[src/rtl/ps2_kbd_rx.sv]
// Receive-only PS/2 keyboard front end: synchronise and filter the bus, deframe
// 11-bit frames and fold E0/F0 prefixes into flags on each delivered scan code.
module ps2_kbd_rx #(
    parameter int FILTER_LEN  = 8,
    parameter int TIMEOUT_CYC = 50000
) (
    input  logic       clk,
    input  logic       rst,
    input  logic       ps2_clk_i,
    input  logic       ps2_data_i,
    output logic [7:0] rx_scan_code,
    output logic       rx_released,
    output logic       rx_extended,
    output logic       rx_scan_ready,
    input  logic       rx_scan_read,
    output logic       rx_err,
    output logic       rx_overrun
);
    localparam int FW = $clog2(FILTER_LEN + 1);
    localparam int TW = $clog2(TIMEOUT_CYC + 1);

    typedef enum logic [1:0] {IDLE, DATA, PARITY, STOP} state_t;

    logic          clk_s1_q, clk_s2_q, dat_s1_q, dat_s2_q;
    logic          filt_q, filt_d;
    logic [FW-1:0] fcnt_q, fcnt_d;
    state_t        state_q, state_d;
    logic [2:0]    bcnt_q, bcnt_d;
    logic [7:0]    shift_q, shift_d;
    logic          par_q, par_d;
    logic [TW-1:0] tcnt_q, tcnt_d;
    logic          ext_pend_q, ext_pend_d, brk_pend_q, brk_pend_d;
    logic [7:0]    code_q, code_d;
    logic          rel_q, rel_d, ext_q, ext_d, rdy_q, rdy_d;
    logic          err_q, err_d, ovr_q, ovr_d;
    logic          fall;

    // The filtered clock only flips after FILTER_LEN straight disagreeing samples.
    always_comb begin
        filt_d = filt_q;
        fcnt_d = fcnt_q;
        if (clk_s2_q == filt_q) begin
            fcnt_d = '0;
        end else if (fcnt_q == FW'(FILTER_LEN - 1)) begin
            filt_d = clk_s2_q;
            fcnt_d = '0;
        end else begin
            fcnt_d = fcnt_q + 1'b1;
        end
    end

    assign fall = filt_q & ~filt_d;

    always_comb begin
        state_d    = state_q;
        bcnt_d     = bcnt_q;
        shift_d    = shift_q;
        par_d      = par_q;
        ext_pend_d = ext_pend_q;
        brk_pend_d = brk_pend_q;
        code_d     = code_q;
        rel_d      = rel_q;
        ext_d      = ext_q;
        rdy_d      = rdy_q;
        err_d      = 1'b0;
        ovr_d      = 1'b0;
        tcnt_d     = (state_q == IDLE) ? '0 : tcnt_q + 1'b1;

        if (rdy_q && rx_scan_read) rdy_d = 1'b0;

        if (fall) begin
            tcnt_d = '0;
            case (state_q)
                IDLE: if (!dat_s2_q) begin
                    state_d = DATA;
                    bcnt_d  = '0;
                end
                DATA: begin
                    shift_d = {dat_s2_q, shift_q[7:1]};
                    bcnt_d  = bcnt_q + 1'b1;
                    if (bcnt_q == 3'd7) state_d = PARITY;
                end
                PARITY: begin
                    par_d   = dat_s2_q;
                    state_d = STOP;
                end
                STOP: begin
                    state_d = IDLE;
                    if (dat_s2_q && (^{shift_q, par_q})) begin
                        if (shift_q == 8'hE0) begin
                            ext_pend_d = 1'b1;
                        end else if (shift_q == 8'hF0) begin
                            brk_pend_d = 1'b1;
                        end else begin
                            ext_pend_d = 1'b0;
                            brk_pend_d = 1'b0;
                            // A read in this same cycle frees the slot for the new code.
                            if (rdy_q && !rx_scan_read) begin
                                ovr_d = 1'b1;
                            end else begin
                                code_d = shift_q;
                                rel_d  = brk_pend_q;
                                ext_d  = ext_pend_q;
                                rdy_d  = 1'b1;
                            end
                        end
                    end else begin
                        err_d      = 1'b1;
                        ext_pend_d = 1'b0;
                        brk_pend_d = 1'b0;
                    end
                end
                default: state_d = IDLE;
            endcase
        end else if (state_q != IDLE && tcnt_q == TW'(TIMEOUT_CYC)) begin
            state_d    = IDLE;
            tcnt_d     = '0;
            err_d      = 1'b1;
            ext_pend_d = 1'b0;
            brk_pend_d = 1'b0;
        end
    end

    always_ff @(posedge clk or posedge rst) begin
        if (rst) begin
            clk_s1_q   <= 1'b1;
            clk_s2_q   <= 1'b1;
            dat_s1_q   <= 1'b1;
            dat_s2_q   <= 1'b1;
            filt_q     <= 1'b1;
            fcnt_q     <= '0;
            state_q    <= IDLE;
            bcnt_q     <= '0;
            shift_q    <= '0;
            par_q      <= 1'b0;
            tcnt_q     <= '0;
            ext_pend_q <= 1'b0;
            brk_pend_q <= 1'b0;
            code_q     <= '0;
            rel_q      <= 1'b0;
            ext_q      <= 1'b0;
            rdy_q      <= 1'b0;
            err_q      <= 1'b0;
            ovr_q      <= 1'b0;
        end else begin
            clk_s1_q   <= ps2_clk_i;
            clk_s2_q   <= clk_s1_q;
            dat_s1_q   <= ps2_data_i;
            dat_s2_q   <= dat_s1_q;
            filt_q     <= filt_d;
            fcnt_q     <= fcnt_d;
            state_q    <= state_d;
            bcnt_q     <= bcnt_d;
            shift_q    <= shift_d;
            par_q      <= par_d;
            tcnt_q     <= tcnt_d;
            ext_pend_q <= ext_pend_d;
            brk_pend_q <= brk_pend_d;
            code_q     <= code_d;
            rel_q      <= rel_d;
            ext_q      <= ext_d;
            rdy_q      <= rdy_d;
            err_q      <= err_d;
            ovr_q      <= ovr_d;
        end
    end

    assign rx_scan_code  = code_q;
    assign rx_released   = rel_q;
    assign rx_extended   = ext_q;
    assign rx_scan_ready = rdy_q;
    assign rx_err        = err_q;
    assign rx_overrun    = ovr_q;
endmodule

[config.mk]
export PLATFORM = sky130hd
export DESIGN_NAME = ps2_kbd_rx
export DESIGN_NICKNAME = d
export VERILOG_FILES = /design/src/rtl/ps2_kbd_rx.sv
export SDC_FILE = /design/constraint.sdc
export NUM_CORES = 1
export LEC_CHECK = 0
export BUFFER_PORTS_ARGS = -buffer_cell sky130_fd_sc_hd__buf_2
export CAP_MARGIN = 15
export CORE_MARGIN = 2
export CORE_UTILIZATION = 45
export CTS_CLUSTER_DIAMETER = 100
export DETAILED_ROUTE_END_ITERATION = 8
export PLACE_DENSITY_LB_ADDON = 0.08
export SYNTH_ARGS = -nofsm -noshare
export SYNTH_HDL_FRONTEND = slang
export SYNTH_SLANG_ARGS = --single-unit
[constraint.sdc]
create_clock -name clk -period 2.3 [get_ports clk]
set_clock_uncertainty 0.2 [all_clocks]
set_input_delay 0.345 -clock clk [delete_from_list [all_inputs] [get_ports clk]]
set_output_delay 0.345 -clock clk [all_outputs]
set_load 0.05 [all_outputs]
==> results_dict.tcl <==
set metrics [dict create \
    reg2regPathDepth 6 \
    fin_util 0.558 \
    grt_pass1_wl_um 7960 \
    regArea_sq_um 1360 \
    hpwlAfterDp_um 3280 \
    numClockSinks 54 \
    path_class "reg2reg" \
    dr.pass1.iters 4 \
    pwr-share-seq 0.614 \
    num_vias 1697 \
    ys_types 40 \
    slew_violations 0 \
    start_kind "flop" \
    core_sq_um 5470 \
    synth.most_common_cell "dfrtp_1" \
    synth_common_cells "dfrtp_1, nor2_1, mux2_2" \
    wl_um 4540 \
    clk_latency_ns 0.31 \
    drtIter0Drc 63 \
    avgSynthCellArea_sq_um 11.9 \
    fmax_mhz 421 \
    drive_gt1_frac 0.357 \
    yosys_register_bits 54 \
    power.static_leakage_nw 1.43 \
    synthCells 213 \
    synth.cell_area_sq_um 2530 \
    grt.total_usage 0.165 \
    synthTopCellsByArea "dfrtp_1, mux2_2, dfstp_2, xnor2_1, ha_1" \
    hp-class "in2async" \
    yosysTopAreaCell "dfrtp_1" \
    fp.dieW_um 79.0 \
    route.detailed.drc 0 \
    design_area_sq_um 3050 \
    ant_nets 0 \
    grt_overflow 0 \
    power_frac_clock 0.321 \
    muxShareOfSynthArea 0.0968 \
    cap_violations 0 \
    synth_edf_count 0 \
    path_clk_slew_ns 0.10 \
    synth_compound_area_frac 0.0375 \
    die_h_um 79.0 \
    hold_ws_ns -0.00863 \
    placementRows 27 \
    r2r-end "rx_scan_code[6]" \
    timing.rr.start "shift_q[3]" \
    via_per_inst 5.02 \
    fillers 484 \
    ys_seq_area_frac 0.536 \
    synth_top_family_by_area "simple AND/OR/NAND/NOR gates" \
    wire_per_inst_um 13.4 \
    cts_buffers 5 \
    worstPathMaxFanout 10 \
    peakVddDrop_mv 0.367 \
    finalSetupViolCount 10 \
    period_needed_ns 2.37 \
    antenna_found_initial 0 \
    grt_max_degree 55 \
    violations "hold timing, setup timing" \
    gp_congestion 0.743 \
    status "finished, violations left" \
    finalNetCount 280 \
    hold_violations 10 \
    r2r_setup_slack_ns -0.07 \
    combPwrFrac 0.065 \
    async_flop_share 1.00 \
    dp_slack_ns -0.0638 \
    tightest_slew_ns 0.660 \
    synth_xor_area_frac 0.0855 \
    synthToLayoutAreaGrowth_pct 20.6 \
    multi_input_area_sq_um 1140 \
    start_util 0.463 \
    tritoncts "done" \
    clk_path_buf_depth 2 \
    rsz0062_at_grt "yes" \
    cts-root-buf "clkbuf_8" \
    p_sw_w 0.000402 \
    fin_crit_sh 1.03 \
    synth_top_area_share 0.484 \
    synth_simple_gate_area_frac 0.170 \
    die_area_sq_um 6240 \
    ioPinCount 18 \
    portBuffers 17 \
    p_int_w 0.00126 \
    syn_nets 228 \
    power_density_nw_per_um2 543 \
    cp.required_ns 2.31 \
    cp.arrival_ns 2.38 \
    endpoint_kind "flop" \
    synth-main-ff-cell "dfrtp_1" \
    fin_ws_ns -0.0744 \
    dpl-instance-area_sq_um 2910 \
    yosysWarnings 0 \
    synth_adder_area_share 0.0494 \
    diodes 0 \
    slew_headroom 0.560 \
    swShare 0.242 \
    cts_max_level 2 \
    grt_pass1_vias 1759 \
]
-- layout by cell type, fill, tap and decap left out, drive strengths merged, types with 2 or more instances in the layout --
master,n
a21oi,5
a22o,2
and2b,2
and3,2
and3b,2
buf,47
clkbuf,6
clkinvlp,2
dfrtp,49
dfstp,5
dlygate4sd3,2
ha,10
inv,8
mux2,20
mux2i,2
nand2,11
nand2b,5
nand3,11
nand4b,3
nor2,22
nor3,4
nor4,5
o21a,2
o21ai,4
or4b,2
xnor2,15
xor2,7
-- worst max-delay path: stages (launching register included) --
cell and delay (ns):
dfrtp_1 0.40, xnor2_1 0.17, xnor3_2 0.47, xnor2_1 0.17
nor4b_2 0.26, buf_4 0.24, mux2_2 0.35
-- registers in the layout, indices dropped and copies added, names as in the netlist --
signal / count
rx_scan_ready: 1
rx_scan_code: 8
rx_err: 1
ext_pend_q: 1
dat_s2_q: 1
fcnt_q: 4
dat_s1_q: 1
shift_q: 8
rx_overrun: 1
filt_q: 1
clk_s1_q: 1
par_q: 1
rx_released: 1
clk_s2_q: 1
tcnt_q: 16
rx_extended: 1
bcnt_q: 3
state_q: 2
brk_pend_q: 1
-- worst max-delay path by stage --
stage	to	startpoint	cells past startpoint	slack (ns)
floorplan	rx_extended	fcnt_q[0]	8	0.06
global placement	rx_extended	shift_q[3]	6	-0.02
detailed placement	rx_scan_code[5]	shift_q[3]	6	-0.06
CTS	rx_scan_code[0]	shift_q[3]	6	-0.09
global route	rx_scan_code[0]	shift_q[3]	6	-0.17
finish	rx_scan_code[6]	shift_q[3]	6	-0.07
-- per-layer routing --
layer / vias to the layer above / track usage / part of all wire
met5: - / 0 / 0
met4: 0 / 0.0569 / 0.013
li1: 844 / - / -
met3: 6 / 0.0375 / 0.027
met1: 824 / 0.186 / 0.43
met2: 23 / 0.304 / 0.53
-- power groups by stage --
stage / logic, W / registers [W] / clock network (W)
after CTS: 0.000111 / 0.00102 / 0.000546
final: 0.000108 / 0.00102 / 0.000532
after detailed placement: 0.000105 / 0.00104 / 0
after global routing: 0.000124 / 0.00102 / 0.000585
after floorplan: 0.0000725 / 0.00103 / 0
after global placement: 0.0000961 / 0.00103 / 0
-- timing repair --
item                                   in CTS  in global routing
buffers inserted                            0                  2
setup endpoints to repair                  10                 21
cloned                                      0                  0
endpoints found under the hold margin       2                  0
pin swaps                                   0                  1
hold buffers                                2                  0
gates resized for setup                     0                  6
-- final cells by class --
cell class	count	area share
flip-flops and latches	54	0.445
repair buffers	49	0.112
clock buffers	6	0.0238
inverters	8	0.00984
clock inverters	2	0.00492
well taps	72	0.0295
multi-input cells	147	0.375
-- through the flow --
step                hold slack, ns  instances  setup TNS, ns  power, W
global placement             0.147        326         -0.196   0.00113
floorplan                    0.145        213              0   0.00110
finish                    -0.00863        338         -0.674   0.00166
CTS                         0.0243        336         -0.804   0.00167
global route                0.0600        338          -1.56   0.00173
detailed placement           0.149        326         -0.559   0.00114
-- logic make-up after synthesis --
logic type / after synthesis
mux: 22
xor+xnor: 23
simple gates: 77
flops: 54
buf+inv: 12
fa+ha+maj: 10
compound gates: 15
(Power assumes the default switching activity.)
